--- src/rtl/ysyx_23060203_lsu.sv ---
// Load/store unit: accepts one memory operation at a time, rejects misaligned
// or illegal-funct requests locally, drives a word-aligned request with byte
// strobes, waits for the response and returns lane-shifted, extended load data.
module ysyx_23060203_lsu #(
    parameter int TIMEOUT = 255,
    parameter int CNT_W   = 8
) (
    input  logic        clk,
    input  logic        rstn,
    input  logic        in_valid,
    output logic        in_ready,
    input  logic        in_wen,
    input  logic [2:0]  in_func,
    input  logic [31:0] in_addr,
    input  logic [31:0] in_wdata,
    output logic        mem_req_valid,
    input  logic        mem_req_ready,
    output logic        mem_wen,
    output logic [31:0] mem_addr,
    output logic [31:0] mem_wdata,
    output logic [3:0]  mem_wstrb,
    input  logic        mem_resp_valid,
    input  logic [31:0] mem_rdata,
    output logic        out_valid,
    input  logic        out_ready,
    output logic [31:0] out_rdata,
    output logic        out_err
);

    typedef enum logic [1:0] {S_IDLE, S_REQ, S_WAIT, S_DONE} state_t;

    state_t             r_state;
    state_t             w_next;
    logic               r_wen;
    logic [2:0]         r_func;
    logic [31:0]        r_addr;
    logic [31:0]        r_wdata;
    logic [CNT_W-1:0]   r_cnt;
    logic [31:0]        r_rdata;
    logic               r_err;

    logic               w_in_legal;
    logic [4:0]         w_shamt;
    logic [31:0]        w_wdata_sh;
    logic [3:0]         w_strb;
    logic [31:0]        w_word;
    logic [31:0]        w_load;
    logic               w_expire;

    // Legality of the incoming request: funct encoding plus natural alignment.
    always_comb begin
        w_in_legal = 1'b1;
        if (in_wen) begin
            if (in_func[2] || (in_func[1:0] == 2'd3)) w_in_legal = 1'b0;
        end else begin
            if ((in_func == 3'd3) || (in_func == 3'd6) || (in_func == 3'd7)) w_in_legal = 1'b0;
        end
        case (in_func[1:0])
            2'd1:    if (in_addr[0]) w_in_legal = 1'b0;
            2'd2:    if (in_addr[1:0] != 2'b00) w_in_legal = 1'b0;
            default: ;
        endcase
    end

    // Byte-lane placement of store data and extraction/extension of load data.
    always_comb begin
        w_shamt    = {r_addr[1:0], 3'b000};
        w_wdata_sh = r_wdata << w_shamt;
        case (r_func[1:0])
            2'd0:    w_strb = 4'b0001 << r_addr[1:0];
            2'd1:    w_strb = 4'b0011 << r_addr[1:0];
            default: w_strb = 4'b1111;
        endcase
        w_word = mem_rdata >> w_shamt;
        case (r_func)
            3'd0:    w_load = {{24{w_word[7]}}, w_word[7:0]};
            3'd1:    w_load = {{16{w_word[15]}}, w_word[15:0]};
            3'd4:    w_load = {24'd0, w_word[7:0]};
            3'd5:    w_load = {16'd0, w_word[15:0]};
            default: w_load = w_word;
        endcase
        w_expire = (TIMEOUT != 0) && (r_cnt == CNT_W'(TIMEOUT - 1));
    end

    // State register.
    always_ff @(posedge clk or negedge rstn) begin
        if (!rstn) r_state <= S_IDLE;
        else       r_state <= w_next;
    end

    // Next-state logic and state-gated outputs (all outputs read zero outside their phase).
    always_comb begin
        w_next        = r_state;
        in_ready      = 1'b0;
        mem_req_valid = 1'b0;
        mem_wen       = 1'b0;
        mem_addr      = '0;
        mem_wdata     = '0;
        mem_wstrb     = '0;
        out_valid     = 1'b0;
        out_rdata     = '0;
        out_err       = 1'b0;
        case (r_state)
            S_IDLE: begin
                in_ready = 1'b1;
                if (in_valid) w_next = w_in_legal ? S_REQ : S_DONE;
            end
            S_REQ: begin
                mem_req_valid = 1'b1;
                mem_wen       = r_wen;
                mem_addr      = {r_addr[31:2], 2'b00};
                mem_wdata     = r_wen ? w_wdata_sh : '0;
                mem_wstrb     = r_wen ? w_strb : '0;
                if (mem_req_ready) w_next = S_WAIT;
            end
            S_WAIT: begin
                // A response in the expiry cycle takes priority over the timeout.
                if (mem_resp_valid || w_expire) w_next = S_DONE;
            end
            S_DONE: begin
                out_valid = 1'b1;
                out_rdata = r_rdata;
                out_err   = r_err;
                if (out_ready) w_next = S_IDLE;
            end
            default: w_next = S_IDLE;
        endcase
    end

    // Request latch, timeout counter and result capture.
    always_ff @(posedge clk or negedge rstn) begin
        if (!rstn) begin
            r_wen   <= 1'b0;
            r_func  <= '0;
            r_addr  <= '0;
            r_wdata <= '0;
            r_cnt   <= '0;
            r_rdata <= '0;
            r_err   <= 1'b0;
        end else begin
            case (r_state)
                S_IDLE: begin
                    if (in_valid) begin
                        r_wen   <= in_wen;
                        r_func  <= in_func;
                        r_addr  <= in_addr;
                        r_wdata <= in_wdata;
                        r_rdata <= '0;
                        r_err   <= ~w_in_legal;
                    end
                end
                S_REQ: begin
                    if (mem_req_ready) r_cnt <= '0;
                end
                S_WAIT: begin
                    if (mem_resp_valid) begin
                        r_rdata <= r_wen ? '0 : w_load;
                        r_err   <= 1'b0;
                    end else if (w_expire) begin
                        r_rdata <= '0;
                        r_err   <= 1'b1;
                    end else if (TIMEOUT != 0) begin
                        r_cnt <= r_cnt + 1'b1;
                    end
                end
                default: ;
            endcase
        end
    end

endmodule

--- config.mk ---
export PLATFORM = sky130hd
export DESIGN_NAME = ysyx_23060203_lsu
export DESIGN_NICKNAME = d
export VERILOG_FILES = /design/src/rtl/ysyx_23060203_lsu.sv
export SDC_FILE = /design/constraint.sdc
export NUM_CORES = 1
export LEC_CHECK = 0
export ABC_AREA = 1
export CAP_MARGIN = 20
export CORE_ASPECT_RATIO = 1.5
export CORE_UTILIZATION = 30
export CTS_CLUSTER_DIAMETER = 200
export DETAILED_ROUTE_END_ITERATION = 10
export PLACE_DENSITY_LB_ADDON = 0.05
export RECOVER_POWER = 25
export SYNTH_ARGS = -nofsm -noshare
export SYNTH_HDL_FRONTEND = slang
export SYNTH_SLANG_ARGS = --single-unit
--- constraint.sdc ---
create_clock -name clk -period 2.3 [get_ports clk]
set_clock_uncertainty 0.05 [all_clocks]
set_input_delay 0.575 -clock clk [delete_from_list [all_inputs] [get_ports clk]]
set_output_delay 0.575 -clock clk [all_outputs]
set_load 0.02 [all_outputs]
==> results.json <==
{
  "status": "complete, but fails checks",
  "violations": "negative setup slack",
  "start_util_pct": 30.8,
  "synth.most_common_cell": "nand2_1",
  "synth-xor-area-share_pct": 0.690,
  "reg2reg_from": "r_state[0]$_DFFE_PN0P_",
  "cp.required_ps": 1670,
  "drive_above_1_share_pct": 28.0,
  "clock-sinks": 111,
  "met3_length_um": 1210,
  "cts_buffers": 9,
  "finalCritPeriodShare_pct": 103,
  "ir_worst_vdd_mv": 0.593,
  "critPathKind": "reg2out",
  "multiInputGateArea_um2": 3390,
  "synth.mux.area_fraction_pct": 8.50,
  "worst-path-stages": 8,
  "crit_path_end": "mem_wdata[31]",
  "synth_compound_area_share_pct": 7.99,
  "cpPeakStageDelay_ps": 390,
  "hp-class": "in2async",
  "synth_top_family_by_area": "simple AND/OR/NAND/NOR gates",
  "synthFlopType": "dfrtp_1",
  "slowest_stage": "dfrtp_1",
  "synthSimpleGateAreaFrac_pct": 27.0,
  "num_rows": 64,
  "cts_tree": "yes",
  "port_buffers": 208,
  "critPathLaunchType": "flop",
  "yosys_register_bits": 111,
  "cellPowerDensity_nw_per_um2": 1240,
  "crit_start": "r_state[1]$_DFFE_PN0P_",
  "slew_viol_final": 0,
  "die_w_um": 121,
  "synth_common_cells": "nand2_1, dfrtp_1, inv_1, nor2_1, nand3_1",
  "setup_tns_ps": -465,
  "synth_edf_count": 0,
  "hold_viol": 0,
  "wl_met2_um": 11400,
  "wl_met1_um": 8320,
  "routedWlPerCell_um": 15.7,
  "ios": 211,
  "r2r_slack_ps": 260,
  "ctsLongestPathBuffers": 2,
  "ys_async_sr_fraction_pct": 100,
  "r2r_end": "r_rdata[24]$_DFFE_PN0P_",
  "slew_headroom_pct": 37.2,
  "final_cells": 1356,
  "track_usage_pct": 19.8,
  "finalPower_mw": 12.2,
  "die_h_um": 180,
  "worstPathArrival_ps": 1740,
  "grt-ovfl-total": 0,
  "cellLeakagePower_nw": 5.21,
  "clock.fmax_ghz": 0.423,
  "yosys.area.top_type": "dfrtp_1",
  "cts_root_buffer": "clkbuf_16",
  "cp_num_buf_inv": 4,
  "rsz0062_at_grt": "true",
  "dp_hpwl_um": 15900,
  "first_global_vias": 6247,
  "path_delay_family": "buffers and inverters",
  "path_cells": "inv_2 -> ha_4 -> nand2_4 -> inv_8 -> nand2_8 -> buf_12 -> o32ai_4 -> buf_6",
  "syn2layout_area_growth_pct": 55.2,
  "antenna_found_initial": 0,
  "first_pass_iters": 5,
  "grt_pass1_wl_um": 33100,
  "clk_pin_slew_ps": 80,
  "whs_ps": 304,
  "core_um2": 20600,
  "yosys_warnings": 0,
  "drt-vias-per-instance": 4.56,
  "cap_violations": 0,
  "dieArea_um2": 21800,
  "diodes": 0,
  "htreeDepth": 3,
  "fill_cells": 2088,
  "setup_ws_ps": -64.9,
  "top_layer_used": "met4",
  "syn_area_um2": 6350,
  "dp_cells": 1327,
  "post-route-min-period_ps": 2360,
  "endpoint_kind": "output port",
  "synth-adder-area-share_pct": 1.77,
  "tightest_slew_ps": 942,
  "final_antenna_net_count": 0,
  "grt_start_max_net_pins": 34,
  "fin_nets": 1202,
  "regArea_um2": 2780,
  "reg2reg_depth": 12,
  "ys_types": 35,
  "gp_congestion": 0.816,
  "first_iter_violations": 285,
  "synth_cells": 835,
  "drc_errors": 0,
  "setup_violations": 14,
  "syn_avg_cell_area_um2": 7.60,
  "hold_buffers": 0,
  "crit_fanout": 7,
  "yosysTopAreaCellShare_pct": 43.8,
  "wirelength_um": 21400,
  "dr_total_vias": 6189,
  "ys_seq_area_share_pct": 43.8,
  "synthTopCellsByArea": "dfrtp_1, nand2_1, mux2_2, inv_1, nand3_1",
  "clk_latency_ps": 350
}
[worst min path at each step]
stage	to	slack [ps]	cells past startpoint
2_1_floorplan	r_addr[0]$_DFFE_PN0P_	230	0
3_3_place_gp	r_rdata[17]$_DFFE_PN0P_	410	2
3_5_place_dp	r_rdata[11]$_DFFE_PN0P_	420	2
4_1_cts	r_rdata[0]$_DFFE_PN0P_	140	1
5_1_grt	r_rdata[0]$_DFFE_PN0P_	360	1
6_report	r_rdata[24]$_DFFE_PN0P_	300	1
[layer usage]
layer	up-vias	global-route usage [%]
li1	3115	-
met1	2879	22.1
met2	178	36.7
met3	17	4.37
met4	0	6.02
met5	-	0
[power breakdown]
group	switching, mW	internal, mW
sequential	0.428	2.69
clock	0.750	0.883
combinational	4.20	3.29
[final cells by class]
class	instances	area share (%)
Multi-Input combinational cell	571	34.4
Sequential cell	111	28.2
Timing Repair Buffer	288	26.8
Inverter	106	4.15
Tap cell	264	3.35
Clock buffer	10	2.43
Clock inverter	6	0.673
[cell usage in the layout, fill, tap and decap left out, types with 2 or more instances in the layout]
| master | count |
|---|---|
| nand2_1 | 288 |
| nand3_1 | 53 |
| ha_1 | 7 |
| o21ai_1 | 11 |
| buf_4 | 70 |
| o32ai_4 | 9 |
| clkbuf_16 | 12 |
| nand2_8 | 2 |
| nor2_4 | 9 |
| clkbuf_2 | 48 |
| mux2_2 | 47 |
| conb_1 | 2 |
| ha_4 | 2 |
| a21oi_1 | 32 |
| o22ai_2 | 2 |
| nand2_2 | 4 |
| o21ai_4 | 3 |
| dfrtp_1 | 110 |
| clkinv_2 | 2 |
| nand3_4 | 2 |
| nor2_2 | 4 |
| xor2_1 | 4 |
| clkdlybuf4s50_1 | 104 |
| inv_1 | 101 |
| dlygate4sd2_1 | 2 |
| nor2_1 | 46 |
| buf_8 | 2 |
| nand2_4 | 3 |
| buf_12 | 13 |
| inv_6 | 2 |
| o21ai_0 | 20 |
| inv_2 | 3 |
| o21ai_2 | 5 |
| o22ai_4 | 5 |
| buf_2 | 14 |
| buf_6 | 30 |
[repair_timing]
action                                  CTS  global route
endpoints found under the setup margin  103            97
setup buffers                             5             4
cloned                                    1             3
pin swaps                                 1            14
resized for setup                       359           129
[sequential cells by signal (all words and copies together) (netlist names)]
| register | flops |
|---|---|
| r_addr | 32 |
| r_rdata | 32 |
| r_wdata | 32 |
| r_cnt | 8 |
| r_func | 3 |
| r_state | 2 |
| r_err | 1 |
| r_wen | 1 |
[cell families (layout without fill, tap and decap cells)]
kind of cell,Yosys count,count (layout)
buffers and inverters,154,410
muxes,48,48
other,1,2
adders and majority gates,9,9
and+or+nand+nor,416,416
AOI/OAI and AO/OA,91,91
DFF,111,111
xor gates and xnor gates,5,5
[stage by stage]
step           setup slack [ps]  instance area [um^2]  utilization [%]
2_1_floorplan              24.0                  6710                -
3_3_place_gp               -258                  9490             46.1
3_5_place_dp               -279                  9490             46.1
4_1_cts                    -150                  9850             47.8
5_1_grt                    -174                  9850             47.9
6_report                  -64.9                  9850             47.9
[worst register-to-register path: cells and delay by family, from the launching register on]
kind                     cells  cell delay [ps]
AND/OR/NAND/NOR              5              500
flip-flops                   1              410
AO/OA/AOI/OAI                1              160
buffers and inverters        5              640
adder cells (fa/ha/maj)      1              230
Note: power is estimated with default switching activity, not from simulation.
